### src/rtl/riscv_pkg.sv
// Shared types and constants for the RISC-V core front end.
// Fetch-queue entries pair each instruction word with the PC it was fetched from.
package riscv_pkg;

    localparam int PC_W        = 16;
    localparam int INSTR_W     = 32;
    localparam int INSTR_BYTES = 4;

    localparam logic [PC_W-1:0] DEFAULT_RESET_PC = 16'h0000;

    typedef struct packed {
        logic [INSTR_W-1:0] instruction;
        logic [PC_W-1:0]    pc;
    } fetch_entry_t;

    localparam int FETCH_ENTRY_W = INSTR_W + PC_W;

    // Fetch addresses are always word aligned.
    function automatic logic [PC_W-1:0] align_pc(input logic [PC_W-1:0] addr);
        return {addr[PC_W-1:2], 2'b00};
    endfunction

endpackage

### src/rtl/fetch_queue.sv
// Small synchronous FIFO with flush; pointers carry an extra wrap bit so
// full and empty are distinguishable without a separate counter.
module fetch_queue #(
    parameter int DEPTH = 2,
    parameter int WIDTH = 48
) (
    input  logic                     clk,
    input  logic                     rst,
    input  logic                     flush,
    input  logic                     push,
    input  logic                     pop,
    input  logic [WIDTH-1:0]         push_data,
    output logic [WIDTH-1:0]         head_data,
    output logic                     empty,
    output logic [$clog2(DEPTH):0]   count
);

    localparam int AW = $clog2(DEPTH);

    logic [WIDTH-1:0] mem [DEPTH];
    logic [AW:0]      wr_ptr;
    logic [AW:0]      rd_ptr;

    always_ff @(posedge clk) begin
        if (rst || flush) begin
            wr_ptr <= '0;
            rd_ptr <= '0;
        end else begin
            if (push) wr_ptr <= wr_ptr + (AW+1)'(1);
            if (pop)  rd_ptr <= rd_ptr + (AW+1)'(1);
        end
    end

    // Storage needs no reset; validity is tracked entirely by the pointers.
    always_ff @(posedge clk) begin
        if (push && !rst && !flush) mem[wr_ptr[AW-1:0]] <= push_data;
    end

    assign head_data = mem[rd_ptr[AW-1:0]];
    assign empty     = (wr_ptr == rd_ptr);
    assign count     = wr_ptr - rd_ptr;

endmodule

### src/rtl/instr_fetch.sv
// Instruction fetch stage: PC register, credit-limited request issue to
// instruction memory, and an in-order queue of returned words for decode.
module instr_fetch
    import riscv_pkg::*;
#(
    parameter logic [15:0] RESET_PC = DEFAULT_RESET_PC,
    parameter int          DEPTH    = 2
) (
    input  logic        clk,
    input  logic        rst,
    output logic        imem_req_valid,
    input  logic        imem_req_ready,
    output logic [15:0] imem_addr,
    input  logic        imem_resp_valid,
    input  logic [31:0] imem_rdata,
    input  logic        redirect_valid,
    input  logic [15:0] redirect_pc,
    output logic        instr_valid,
    output logic [31:0] instruction,
    output logic [15:0] instr_pc,
    input  logic        instr_ready,
    output logic [15:0] pc,
    output logic [15:0] pc_next
);

    localparam int CW = $clog2(DEPTH) + 1;

    logic          redirect_d;
    logic [CW-1:0] in_flight;
    logic [CW-1:0] squash;
    logic [CW-1:0] in_flight_after;
    logic [CW-1:0] squash_after;
    logic [CW:0]   occupancy;

    logic req_fire;
    logic resp_live;
    logic resp_drop;
    logic resp_push;
    logic instr_pop;

    logic [FETCH_ENTRY_W-1:0] q_head;
    logic                     q_empty;
    logic [CW-1:0]            q_count;
    fetch_entry_t             push_entry;
    fetch_entry_t             head_entry;

    logic [PC_W-1:0] shadow_head;
    logic            shadow_empty;
    logic [CW-1:0]   shadow_count;

    // The shadow FIFO holds every outstanding address, squashed or not, so
    // its occupancy equals in-flight plus squash.
    assign occupancy      = {1'b0, shadow_count} + {1'b0, q_count};
    assign imem_req_valid = !rst && !redirect_d && (occupancy < (CW+1)'(DEPTH));
    assign imem_addr      = pc;

    assign req_fire  = imem_req_valid && imem_req_ready;
    assign resp_live = imem_resp_valid && !shadow_empty;
    assign resp_drop = resp_live && (squash != '0);
    assign resp_push = resp_live && (squash == '0);
    assign instr_pop = instr_valid && instr_ready;

    assign pc_next = redirect_valid ? align_pc(redirect_pc) : pc + PC_W'(INSTR_BYTES);

    always_comb begin
        in_flight_after = in_flight + CW'(req_fire) - CW'(resp_push);
        squash_after    = squash - CW'(resp_drop);
    end

    // On redirect every request still owed a response becomes squashed,
    // including one accepted in the same cycle.
    always_ff @(posedge clk) begin
        if (rst) begin
            pc         <= RESET_PC;
            redirect_d <= 1'b0;
            in_flight  <= '0;
            squash     <= '0;
        end else begin
            redirect_d <= redirect_valid;
            if (redirect_valid || req_fire) pc <= pc_next;
            if (redirect_valid) begin
                squash    <= squash_after + in_flight_after;
                in_flight <= '0;
            end else begin
                squash    <= squash_after;
                in_flight <= in_flight_after;
            end
        end
    end

    assign push_entry = '{instruction: imem_rdata, pc: shadow_head};

    fetch_queue #(
        .DEPTH (DEPTH),
        .WIDTH (FETCH_ENTRY_W)
    ) u_instr_queue (
        .clk       (clk),
        .rst       (rst),
        .flush     (redirect_valid),
        .push      (resp_push),
        .pop       (instr_pop),
        .push_data (push_entry),
        .head_data (q_head),
        .empty     (q_empty),
        .count     (q_count)
    );

    fetch_queue #(
        .DEPTH (DEPTH),
        .WIDTH (PC_W)
    ) u_addr_shadow (
        .clk       (clk),
        .rst       (rst),
        .flush     (1'b0),
        .push      (req_fire),
        .pop       (resp_live),
        .push_data (pc),
        .head_data (shadow_head),
        .empty     (shadow_empty),
        .count     (shadow_count)
    );

    assign head_entry  = q_head;
    assign instr_valid = !rst && !q_empty;
    assign instruction = head_entry.instruction;
    assign instr_pc    = head_entry.pc;

endmodule

### config.mk
export PLATFORM = sky130hd
export DESIGN_NAME = instr_fetch
export DESIGN_NICKNAME = d
export VERILOG_FILES = /design/src/rtl/riscv_pkg.sv /design/src/rtl/fetch_queue.sv /design/src/rtl/instr_fetch.sv
export SDC_FILE = /design/constraint.sdc
export NUM_CORES = 1
export LEC_CHECK = 0
export CORE_AREA = 2 2 119 121
export DETAILED_ROUTE_END_ITERATION = 8
export DIE_AREA = 0 0 121 123
export GPL_TIMING_DRIVEN = 0
export PLACE_DENSITY_LB_ADDON = 0.25
export SYNTH_ARGS = -nofsm -noshare
export SYNTH_HDL_FRONTEND = slang
export SYNTH_SLANG_ARGS = --single-unit
export TNS_END_PERCENT = 20
### constraint.sdc
create_clock -name clk -period 3.8 [get_ports clk]
set_input_delay 0.76 -clock clk [delete_from_list [all_inputs] [get_ports clk]]
set_output_delay 0.76 -clock clk [all_outputs]
set_load 0.05 [all_outputs]
==> out/qor.txt <==
status - finished clean
Hold Path Origin - u_instr_queue.wr_ptr[0]
# fillers - 970
Hold Path Sink - u_instr_queue.wr_ptr[0]
Post-Synthesis Cells - 444
Distinct cells, synth - 46
Max Clk Rate - 0.271 GHz
Final setup viols - 0
sequential area share after synthesis - 67.3%
maximum fanout along the worst path - 10
clk slew on worst S/H paths - 0.06 ns
Core Region - 0.0136 sq mm
met3 Use GR - 4.66%
Via Count - 4140
antenna violation net count after detailed routing - 0
met2 GRT Util - 32.2%
Crit. End Element - primary output
GRT overflow - 0
top-area cell type share of the netlist area - 57.9%
most used cell, CP - clkbuf_1
Cell Area, Synth - 0.00663 sq mm
Overall Global Routing Usage - 19.0%
power consumption - 4.37 mW
RSZ-0062 raised after global routing - yes
placer's final routability congestion estimate - 0.835
Syn Area/Cell - 14.9 sq um
period utilisation layout - 97.3%
WP data required - 3.04 ns
slowest library cell on the worst path - clkdlybuf4s50_1
Crit path max-delay family - buffers and inverters
port buffer count - 148
Worst Hold Class - reg -> reg
Critical Path Start - redirect_valid
Least-Margin Pin Slew - 0.845 ns
commonest non-fill, non-tap cell in the layout - clkdlybuf4s50_1
Num CTS Buffers - 17
post-route minimum period - 3.70 ns
CP max stage delay - 0.83 ns
1st-iter DRT viols - 263
Die Span Y - 123 um
CTS tree - done
yosys warns - 0
layout net count - 675
crit-path cells - clkbuf_1 > inv_1 > clkbuf_1 > clkbuf_1 > a21oi_1 > clkdlybuf4s50_1
post-synthesis net count - 506
HPWL Detailed - 9.21 mm
post-synth top area cell - edfxtp_1
ant diodes - 0
synthesis-stage register bit count - 159
placed cells - 774
CTS Hold Buffers Added - 0
Post-Route WL - 13.5 mm
Area Overhead vs Synth - 36.0%
WHS - 0.481 ns
FF-to-FF End - squash[1]
Cell Pwr Density - 485 mW/mm^2
Residual DRC - 0
first-pass GRT wire length - 21.2 mm
Std-Cell Rows - 43
final hold vios - 0
met1 GRT Util - 22.8%
ratio of cells with drive above 1 in the final layout - 23.2%
Leakage - 3.10 nW
most frequent cells in the layout - clkdlybuf4s50_1 (141), edfxtp_1 (128), mux2_2 (65)
Synth area leaders - edfxtp_1 (58%), mux2_2 (11%), dfxtp_1 (9.4%)
r2r setup slk - 0.10 ns
clk_lat worst skew - 0.42 ns
Initial Util - 48.7%
setup_tns - 0 ns
largest net degree at the start of global routing - 29
initial antenna violation count - 0
Final Slew Violations - 0
Avg WL per Cell - 16.8 um
Worst Skew - 0.00755 ns
worst r2r path cells - 15
die width - 121 um
root buf cell - clkbuf_16
Async S/R FF share, synth - 0%
Post-synth EDFFs - 128
Max H-tree Level - 4
Sink Count - 159
routed vias/inst - 5.14
Hold Path Stages - 2
Buf/Inv on CP - 5
die area - 0.0149 sq mm
data arrival time of the critical path - 2.94 ns
headroom to the max-slew limit - 43.5%
Max Cap Violations - 0
Max VDD drop - 0.368 mV
worst-case clock buffer depth - 2
drt pass-1 iters - 4
FF-to-FF Start - u_instr_queue.wr_ptr[0]
prevailing post-synth register cell - edfxtp_1
fin cells - 806
type of origin of the critical path - input port
kind of critical path - in -> out
io pins - 152
GRT Max-Usage Layer - met2
vias in the first global route - 4197
## final cells by class
type / count / area, sq um / area share [%]
buffer: 35 / 201 / 2.23
clock buffer: 17 / 425 / 4.72
clock inverter: 15 / 138 / 1.53
inverter: 14 / 52.6 / 0.582
multi-input combinational: 236 / 1970 / 21.8
sequential: 159 / 4470 / 49.5
tap: 180 / 225 / 2.50
timing repair buffer: 150 / 1540 / 17.1
## cells in the mapped netlist, types with 4 or more instances
library cell and count:
edfxtp_1 128, mux2_2 65, dfxtp_1 31, nor2_1 28, xnor2_1 24, a21oi_1 18, buf_4 16, clkbuf_1 14
inv_1 14, nand2_1 13, nor3_1 9, ha_1 7, nand3_1 6, nor4_2 6, buf_1 4
## registers in the layout, summed over array words and instances, names as in the netlist, named ones only
register              cells
squash                    2
u_addr_shadow.wr_ptr      2
u_instr_queue.wr_ptr      2
u_instr_queue.rd_ptr      2
u_addr_shadow.mem        32
redirect_d                1
in_flight                 2
imem_addr                16
u_addr_shadow.rd_ptr      2
u_instr_queue.mem        96
## routing by layer
| metal | part of all wire (%) | wire [um] | up-vias |
|---|---|---|---|
| met5 | 0 | 0 | - |
| met4 | 1.9 | 251 | 0 |
| met3 | 6.6 | 887 | 23 |
| met2 | 50 | 6820 | 165 |
| met1 | 41 | 5550 | 1968 |
| li1 | - | - | 1984 |
## kinds of logic after synthesis
logic type | count (synthesis) | synth area share, %
adder cells (fa/ha/maj) | 8 | 1.62
XOR/XNOR | 27 | 3.77
flip-flops | 159 | 67.3
AND/OR/NAND/NOR | 89 | 7.47
multiplexers | 68 | 11.5
buffers and inverters | 49 | 3.79
AO/OA/AOI/OAI | 44 | 4.56
## per-stage QoR
stage / setup WS (ns) / instance area (sq um) / util, %
after floorplan: 0.348 / 6630 / -
after global placement: -0.343 / 8340 / 61.3
after detailed placement: -0.0467 / 8400 / 61.7
after CTS: 0.0326 / 8980 / 66.0
after global routing: -0.0862 / 9020 / 66.3
final: 0.104 / 9020 / 66.3
## report_power, final
part           leakage, nW  internal (mW)  total (mW)  switching (mW)
Clock                0.262          0.905        1.58           0.671
Sequential            1.42           1.98        2.03          0.0510
Combinational         1.43          0.316       0.769           0.453
Total                 3.10           3.20        4.37            1.18
## worst min-delay path, cell delays in order (launching register included)
cell and delay [ns]:
dfxtp_1 0.32, nand2_1 0.06, o21bai_1 0.05
## worst max-delay path by stage
stage / to / slack [ns] / depth (start not counted)
finish: pc_next[9] / 0.10 / 6
global route: squash[1] / -0.09 / 15
CTS: pc_next[5] / 0.03 / 5
detailed placement: u_addr_shadow.mem[0][1] / -0.05 / 9
global placement: u_instr_queue.mem[0][26] / -0.34 / 4
floorplan: squash[1] / 0.35 / 15
## what timing repair did
item	CTS	global route
endpoints found under the setup margin	18	18
buffers inserted	0	0
pin swaps	0	0
gates resized for setup	7	15
(Power assumes the default switching activity.)
